### src/rtl/usb_tx_data_pkg.sv
// Shared definitions for the USB data-packet transmitter.
// PID codes, FSM state encoding and the reflected CRC16 byte update.
package usb_tx_data_pkg;

    localparam logic [3:0] PID_DATA0 = 4'b0011;
    localparam logic [3:0] PID_DATA1 = 4'b1011;
    localparam logic [3:0] PID_DATA2 = 4'b0111;
    localparam logic [3:0] PID_MDATA = 4'b1111;
    localparam logic [3:0] PID_ACK   = 4'b0010;
    localparam logic [3:0] PID_NAK   = 4'b1010;
    localparam logic [3:0] PID_STALL = 4'b1110;
    localparam logic [3:0] PID_NYET  = 4'b0110;

    localparam logic [15:0] CRC16_INIT = 16'hFFFF;
    localparam logic [15:0] CRC16_POLY = 16'hA001;

    typedef enum logic [2:0] {
        ST_IDLE,
        ST_PID,
        ST_DATA,
        ST_CRC_LO,
        ST_CRC_HI,
        ST_DRAIN
    } state_t;

    // LSB-first CRC: 0x8005 bit-reversed is 0xA001
    function automatic logic [15:0] crc16_byte(
        input logic [15:0] crc,
        input logic [7:0]  data
    );
        logic [15:0] c;
        c = crc ^ {8'h00, data};
        for (int i = 0; i < 8; i++) begin
            c = c[0] ? ((c >> 1) ^ CRC16_POLY) : (c >> 1);
        end
        return c;
    endfunction

endpackage

### src/rtl/usb_tx_data_crc16.sv
// Byte-wide USB CRC16 accumulator.
// Output is the complemented register, ready to transmit.
module usb_crc16
    import usb_tx_data_pkg::*;
(
    input  logic        clk,
    input  logic        rst,
    input  logic        init,
    input  logic        en,
    input  logic [7:0]  data,
    output logic [15:0] crc
);

    logic [15:0] crc_q;

    always_ff @(posedge clk) begin
        if (rst || init) begin
            crc_q <= CRC16_INIT;
        end else if (en) begin
            crc_q <= crc16_byte(crc_q, data);
        end
    end

    assign crc = ~crc_q;

endmodule

### src/rtl/usb_tx_data.sv
// USB data-packet framer: PID, payload passthrough, CRC16, overflow drain.
// Define USB_TX_TOGGLE_EN for per-endpoint DATA0/DATA1 toggle tracking.
module usb_tx_data
    import usb_tx_data_pkg::*;
#(
    parameter int MAX_PACKET = 1024
) (
    input  logic       clk,
    input  logic       rst,
    input  logic [7:0] tx_data_tdata,
    input  logic       tx_data_tlast,
    input  logic       tx_data_tvalid,
    output logic       tx_data_tready,
    input  logic       tx_data_zlp,
    input  logic [1:0] tx_data_type,
    input  logic [3:0] tx_endpoint,
    input  logic       rx_ack,
    input  logic       tx_toggle_clr,
    output logic [7:0] tx_tdata,
    output logic       tx_tlast,
    output logic       tx_tvalid,
    input  logic       tx_tready,
    output logic       busy
);

    localparam logic [10:0] MAX_CNT = 11'(MAX_PACKET);

    state_t      state;
    state_t      state_nxt;
    logic [3:0]  pid_q;
    logic        zlp_q;
    logic        drain_q;
    logic [10:0] cnt;
    logic [1:0]  type_sel;
    logic [15:0] crc;
    logic        start;
    logic        in_strobe;
    logic        at_max;
    logic        unused_cfg;

    assign start     = (state == ST_IDLE) && (tx_data_tvalid || tx_data_zlp);
    assign in_strobe = (state == ST_DATA) && tx_data_tvalid && tx_tready;
    assign at_max    = (cnt + 11'd1) == MAX_CNT;
    assign busy      = (state != ST_IDLE);

`ifdef USB_TX_TOGGLE_EN
    logic [15:0] toggle;
    logic [3:0]  ep_q;
    logic [3:0]  last_ep;

    always_ff @(posedge clk) begin
        if (rst) begin
            toggle  <= '0;
            ep_q    <= '0;
            last_ep <= '0;
        end else begin
            if (start) ep_q <= tx_endpoint;
            if (state == ST_CRC_HI && tx_tready) last_ep <= ep_q;
            if (rx_ack) toggle[last_ep] <= ~toggle[last_ep];
            // later assignment makes clear win over ack
            if (tx_toggle_clr) toggle[tx_endpoint] <= 1'b0;
        end
    end

    assign type_sel   = toggle[tx_endpoint] ? 2'b10 : 2'b00;
    assign unused_cfg = ^tx_data_type;
`else
    assign type_sel   = tx_data_type;
    assign unused_cfg = ^{rx_ack, tx_toggle_clr, tx_endpoint};
`endif

    usb_crc16 u_crc (
        .clk  (clk),
        .rst  (rst),
        .init (state == ST_PID),
        .en   (in_strobe),
        .data (tx_data_tdata),
        .crc  (crc)
    );

    always_ff @(posedge clk) begin
        if (rst) begin
            state   <= ST_IDLE;
            pid_q   <= '0;
            zlp_q   <= 1'b0;
            drain_q <= 1'b0;
            cnt     <= '0;
        end else begin
            state <= state_nxt;
            if (start) begin
                pid_q   <= {type_sel, 2'b11};
                zlp_q   <= ~tx_data_tvalid;
                drain_q <= 1'b0;
                cnt     <= '0;
            end
            if (in_strobe) begin
                cnt <= cnt + 11'd1;
                if (at_max && !tx_data_tlast) drain_q <= 1'b1;
            end
        end
    end

    always_comb begin
        state_nxt      = state;
        tx_tvalid      = 1'b0;
        tx_tdata       = 8'h00;
        tx_tlast       = 1'b0;
        tx_data_tready = 1'b0;
        unique case (state)
            ST_IDLE: begin
                if (start) state_nxt = ST_PID;
            end
            ST_PID: begin
                tx_tvalid = 1'b1;
                tx_tdata  = {~pid_q, pid_q};
                if (tx_tready) state_nxt = zlp_q ? ST_CRC_LO : ST_DATA;
            end
            ST_DATA: begin
                tx_tvalid      = tx_data_tvalid;
                tx_tdata       = tx_data_tdata;
                tx_data_tready = tx_tready;
                if (in_strobe && (tx_data_tlast || at_max)) begin
                    state_nxt = ST_CRC_LO;
                end
            end
            ST_CRC_LO: begin
                tx_tvalid = 1'b1;
                tx_tdata  = crc[7:0];
                if (tx_tready) state_nxt = ST_CRC_HI;
            end
            ST_CRC_HI: begin
                tx_tvalid = 1'b1;
                tx_tlast  = 1'b1;
                tx_tdata  = crc[15:8];
                if (tx_tready) state_nxt = drain_q ? ST_DRAIN : ST_IDLE;
            end
            ST_DRAIN: begin
                tx_data_tready = 1'b1;
                if (tx_data_tvalid && tx_data_tlast) state_nxt = ST_IDLE;
            end
            default: state_nxt = ST_IDLE;
        endcase
    end

endmodule

### config.mk
export PLATFORM = sky130hd
export DESIGN_NAME = usb_tx_data
export DESIGN_NICKNAME = d
export VERILOG_FILES = /design/src/rtl/usb_tx_data_pkg.sv /design/src/rtl/usb_tx_data_crc16.sv /design/src/rtl/usb_tx_data.sv
export SDC_FILE = /design/constraint.sdc
export NUM_CORES = 1
export LEC_CHECK = 0
export ABC_AREA = 1
export CORE_UTILIZATION = 45
export DETAILED_ROUTE_END_ITERATION = 12
export PLACE_DENSITY = 0.69
export REMOVE_ABC_BUFFERS = 1
export SKIP_CTS_REPAIR_TIMING = 1
export SLEW_MARGIN = 5
export SYNTH_ARGS = -nofsm -noshare
export SYNTH_HDL_FRONTEND = slang
export SYNTH_SLANG_ARGS = --single-unit
### constraint.sdc
create_clock -name clk -period 3.02 [get_ports clk]
set_input_delay 0.755 -clock clk [delete_from_list [all_inputs] [get_ports clk]]
set_output_delay 0.755 -clock clk [all_outputs]
set_load 0.005 [all_outputs]
[Yosys cells after proc, flatten, opt, wreduce, memory -nomap -nowiden]
Index checks and enable logic that the tools add are counted.
Cells by class
  add/sub/neg operators: 1
  multipliers: 0
  div/mod/pow operators: 0
  $lt $le $gt $ge: 0
  eq/ne operators: 12
  shift operators: 0
  multiplexer cells: 26
  bitwise logic cells: 12
  reduce and logical (&&, ||, !) cells: 15
Operator list (count)
  $mux 16: 8
  $pmux 8 s4: 1
  $not 2->3: 8
  $mux 11: 2
  $mux 3: 7
  $pmux 3 s6: 1
  $not 16->16: 1
  $xor 16x8->16: 1
  $add 11x1->11 const B: 1
  $eq 11x11->1 const B: 1
  $ne 2x2->1 const B: 5
  $eq 3x2->1 const B: 2
  $eq 3x3->1 const B: 2
  $logic_and 1x1->1: 6
  $reduce_and 6->1: 1
  $mux 1: 5
  $not 4->4: 1
  $pmux 1 s2: 2
  $eq 3x1->1 const B: 1
  $logic_not 3->1: 1
  $logic_or 1x1->1: 3
  $reduce_bool 3->1: 1
  $reduce_or 3->1: 1
  $ne 2x1->1 const B: 1
  3 further kinds: 3
Storage, ports and cells
  register bits: 36
  bits in latches: 0
  bits in writable memories: 0
  bits in read-only memories: 0
  bits of input ports: 22
  logic and storage cells: 72
  memories: 0

[Longest topological paths before layout]
  word-level depth: 17
  mapped depth: 14
  depth with buffers taken out: 14

[Cells and area by module]
Synthesis repeated with hierarchy kept, for this count alone.
Second synthesis, totals
  cells, all modules: 362
  area, all modules: 2267.2 sq um
By module, submodules not included
  usb_tx_data: times used 1, cells an instance 213, area each 1272.5 sq um, sequential area each 380.4 sq um
  usb_crc16: times used 1, cells an instance 149, area each 994.7 sq um, sequential area each 320.3 sq um

[Least setup slack after synthesis]
OpenSTA, ideal clock, no wires.
  kind: register -> output
  start: register state[2]
  end: output port tx_tdata[7]
  arrival: 1.175 ns
  required time: 2.265 ns
  path slack: 1.090 ns
  stages on the path, launching flop included: 6
  buffers on the path: 0
  cells stage by stage: dfxtp_1 > inv_1 > nor2_1 > inv_1 > o22ai_1 > a221o_1
On the way
  word-level cells in the longest chain between the ends: 2
  elaborated cells on any way between the ends: 5
Ends and longest elaborated chain
  start, declared: RTL line usb_tx_data.sv:28  | state_t state;
  start signal, assigned: RTL line usb_tx_data.sv:89  | state <= state_nxt;
  $eq 3x3->1 (tied with other cells): RTL line usb_tx_data.sv:109  | unique case (state)
  $pmux 8 s4 *: RTL line usb_tx_data.sv:109
  end, declared: RTL line usb_tx_data.sv:19  | output logic [7:0] tx_tdata,
Every way passes the cells marked *; elsewhere a longest branch is shown, timed or not.

[Worst setup path in the final report]
  start: input port tx_data_tdata[2]
  end: output port tx_tdata[2]
On the way
  word-level cells in the longest chain between the ends: 1
Ends and longest elaborated chain
  start, declared: RTL line usb_tx_data.sv:10  | input logic [7:0] tx_data_tdata,
  $pmux 8 s4: RTL line usb_tx_data.sv:109
Every way passes these cells.

==> impl_metrics.json <==
{
  "status": "finished, violations left",
  "violations": "design-rule violations",
  "synth_fa_ha_area_frac": 0.005931,
  "whs_path_depth": 2,
  "setup_viol": 0,
  "layout_commonest_cell": "nand2_1",
  "syn_area_per_cell_um2": 6.697,
  "cts_max_path_buffers": 2,
  "antenna_found_initial": 0,
  "synth-seq-cells": 35,
  "grt_pass1_vias": 1975,
  "grt_use_met1": 0.2956,
  "stdcell_area_mm2": 0.002542,
  "finalMaxSlewViolations": 0,
  "numCtsBuffers": 5,
  "die_h_um": 70.47,
  "synth_xor_area_frac": 0.07058,
  "worstReg2RegStart": "state[1]",
  "post-dp-hpwl_mm": 3.726,
  "cp_cell_sequence": "clkdlybuf4s50_1, a21oi_1, o21ai_0, clkdlybuf4s50_1",
  "p_sw_mw": 0.6353,
  "grt_max_degree": 27,
  "insertion_delay_ps": 290,
  "cp.required_ps": 2260,
  "slowest_delay_ps": 560,
  "period_share": 0.9380,
  "diodes": 0,
  "drv_cap": 0,
  "finish.utilization": 0.5721,
  "wl_per_cell_um": 12.72,
  "internal-power_mw": 1.033,
  "ios": 34,
  "top_usage_layer": "met2",
  "drc": 4,
  "finalSetupTns_ps": 0,
  "fp.dieW_um": 70.47,
  "cts_root_buf": "clkbuf_8",
  "syn2layout_area_growth_pct": 20.52,
  "cts_tree": "built",
  "wl_mm": 5.101,
  "use_met2": 0.3657,
  "yosysWarnings": 0,
  "vdd_drop_max_mv": 0.3487,
  "fp-row-count": 24,
  "rr_worst_depth": 10,
  "fill_cells": 460,
  "crit_fanout": 3,
  "first_iter_violations": 116,
  "timing.hold.ws_ps": 468.2,
  "synth-compound-area-share": 0.1993,
  "p_total_mw": 1.668,
  "drt-pass1-iter-count": 8,
  "synth_top_family_by_area": "simple AND/OR/NAND/NOR gates",
  "numPortBuffers": 27,
  "gr-total-overflow": 0,
  "nets": 372,
  "critPathCaptureType": "output port",
  "crit_arrival_ps": 2080,
  "holdCritPathClass": "register to register",
  "worst_slew_pin_slew_ps": 453.9,
  "dpl_cell_area_mm2": 0.002454,
  "min_period_ps": 2833,
  "gr-usage-met3": 0.03752,
  "worst_setup_path_start_kind": "input port",
  "core_region_area_mm2": 0.004444,
  "pwr-share-clk": 0.213,
  "synthMuxAreaShare": 0,
  "timing.critical_path.from": "tx_data_tdata[2]",
  "ys_types": 36,
  "max_freq_mhz": 353.0,
  "vias": 2144,
  "clock_skew_ps": 8.967,
  "gp_congestion": 0.8567,
  "dieArea_mm2": 0.004965,
  "grt_pass1_wl_mm": 8.838,
  "leakage_nw": 1.017,
  "clk_pin_slew_ps": 70,
  "cp_slowest_cell": "clkdlybuf4s50_1",
  "synth_seq_area_share": 0.3321,
  "vias_per_cell": 5.347,
  "synthSimpleGateAreaFrac": 0.3084,
  "htree_levels": 2,
  "crit_type": "input port to output port",
  "min-delay-start": "zlp_q",
  "hold_viol_final": 0,
  "crit_path_frequent_cell": "clkdlybuf4s50_1",
  "mostFrequentLayoutCells": "nand2_1 (83), dfxtp_1 (34), a21oi_1 (31)",
  "clock_sinks": 35,
  "ant_nets": 0,
  "initial_core_util": 0.4747,
  "rsz0062_at_grt": "false",
  "pwr-share-seq": 0.344,
  "layout-drive-gt1-share": 0.1089,
  "postSynthCellCount": 315,
  "syn_area_mm2": 0.002110,
  "max_slew_margin": 0.6969,
  "track_usage": 0.2237,
  "p_comb_frac": 0.443,
  "power_switching_share": 0.3809,
  "p_per_area_mw_per_mm2": 656.1
}
state kept, by name (all words and copies together) (netlist names):
signal,count
state,3
cnt,11
zlp_q,1
drain_q,1
pid_q,3
u_crc.crc_q,16
path summary, 6_finish.rpt:
| kind | end | slack (ps) |
|---|---|---|
| worst min register to register | zlp_q | 470 |
| worst min-delay path | zlp_q | 470 |
| worst max-delay path | tx_tdata[2] | 190 |
| worst max register to register | cnt[5] | 1080 |
critical path, delay by kind of cell:
family	cells	cell delay [ps]
buffers and inverters	2	1120
AOI/OAI and AO/OA	2	210
area by class of cell:
cell class,count,area [um2],area share
clock buffers,6,82.58,0.03248
clock inverters,1,5.005,0.001969
repair buffers,33,315.3,0.1240
well taps,52,65.06,0.02559
inverters,37,140.1,0.05512
flip-flops and latches,35,701.9,0.2761
multi-input cells,237,1232,0.4847
power by group through the flow:
| stage | Combinational, mW | Sequential (mW) | Clock, mW |
|---|---|---|---|
| after floorplan | 0.410 | 0.570 | 0 |
| after global placement | 0.733 | 0.581 | 0 |
| after detailed placement | 0.741 | 0.582 | 0 |
| after CTS | 0.742 | 0.571 | 0.362 |
| after global routing | 0.831 | 0.581 | 0.382 |
| final | 0.739 | 0.573 | 0.355 |
cell usage after synthesis, drive strengths merged:
cell type,n,area [um2]
nor2,22,107.6
a21o,1,7.510
o2111ai,1,8.760
nand3b,3,22.52
clkbuf,2,7.510
o31ai,2,15.01
dfxtp,35,700.7
xnor2,8,70.07
clkinv,3,12.51
nand3,21,115.1
a2bb2oi,2,17.52
o22ai,5,31.28
nand2,90,355.3
nor3,4,25.02
xor2,9,78.83
a221o,1,10.01
a21oi,31,155.2
inv,34,127.6
or2,1,6.260
buf,4,28.78
o21ai,28,143.9
o211ai,3,22.52
o311ai,1,8.760
nand4,3,18.77
ha,1,12.51
logic make-up (layout without fill, tap and decap cells):
group | Yosys count | after routing
simple gates | 144 | 144
compound gates | 75 | 75
buf+inv | 43 | 77
flops | 35 | 35
xor+xnor | 17 | 17
fa+ha+maj | 1 | 1
per-stage QoR:
| stage | worst slack (ps) | std cells |
|---|---|---|
| 6_report | 187.2 | 401 |
| 5_1_grt | 59.58 | 401 |
| 4_1_cts | -25.90 | 401 |
| 3_5_place_dp | 191.2 | 394 |
| 3_3_place_gp | 233.2 | 394 |
| 2_1_floorplan | 892.3 | 309 |
per-layer routing:
layer	up-vias	part of all wire
li1	1105	-
met1	981	0.48
met2	52	0.46
met3	6	0.045
met4	0	0.0090
met5	-	0
(Power assumes the default switching activity.)
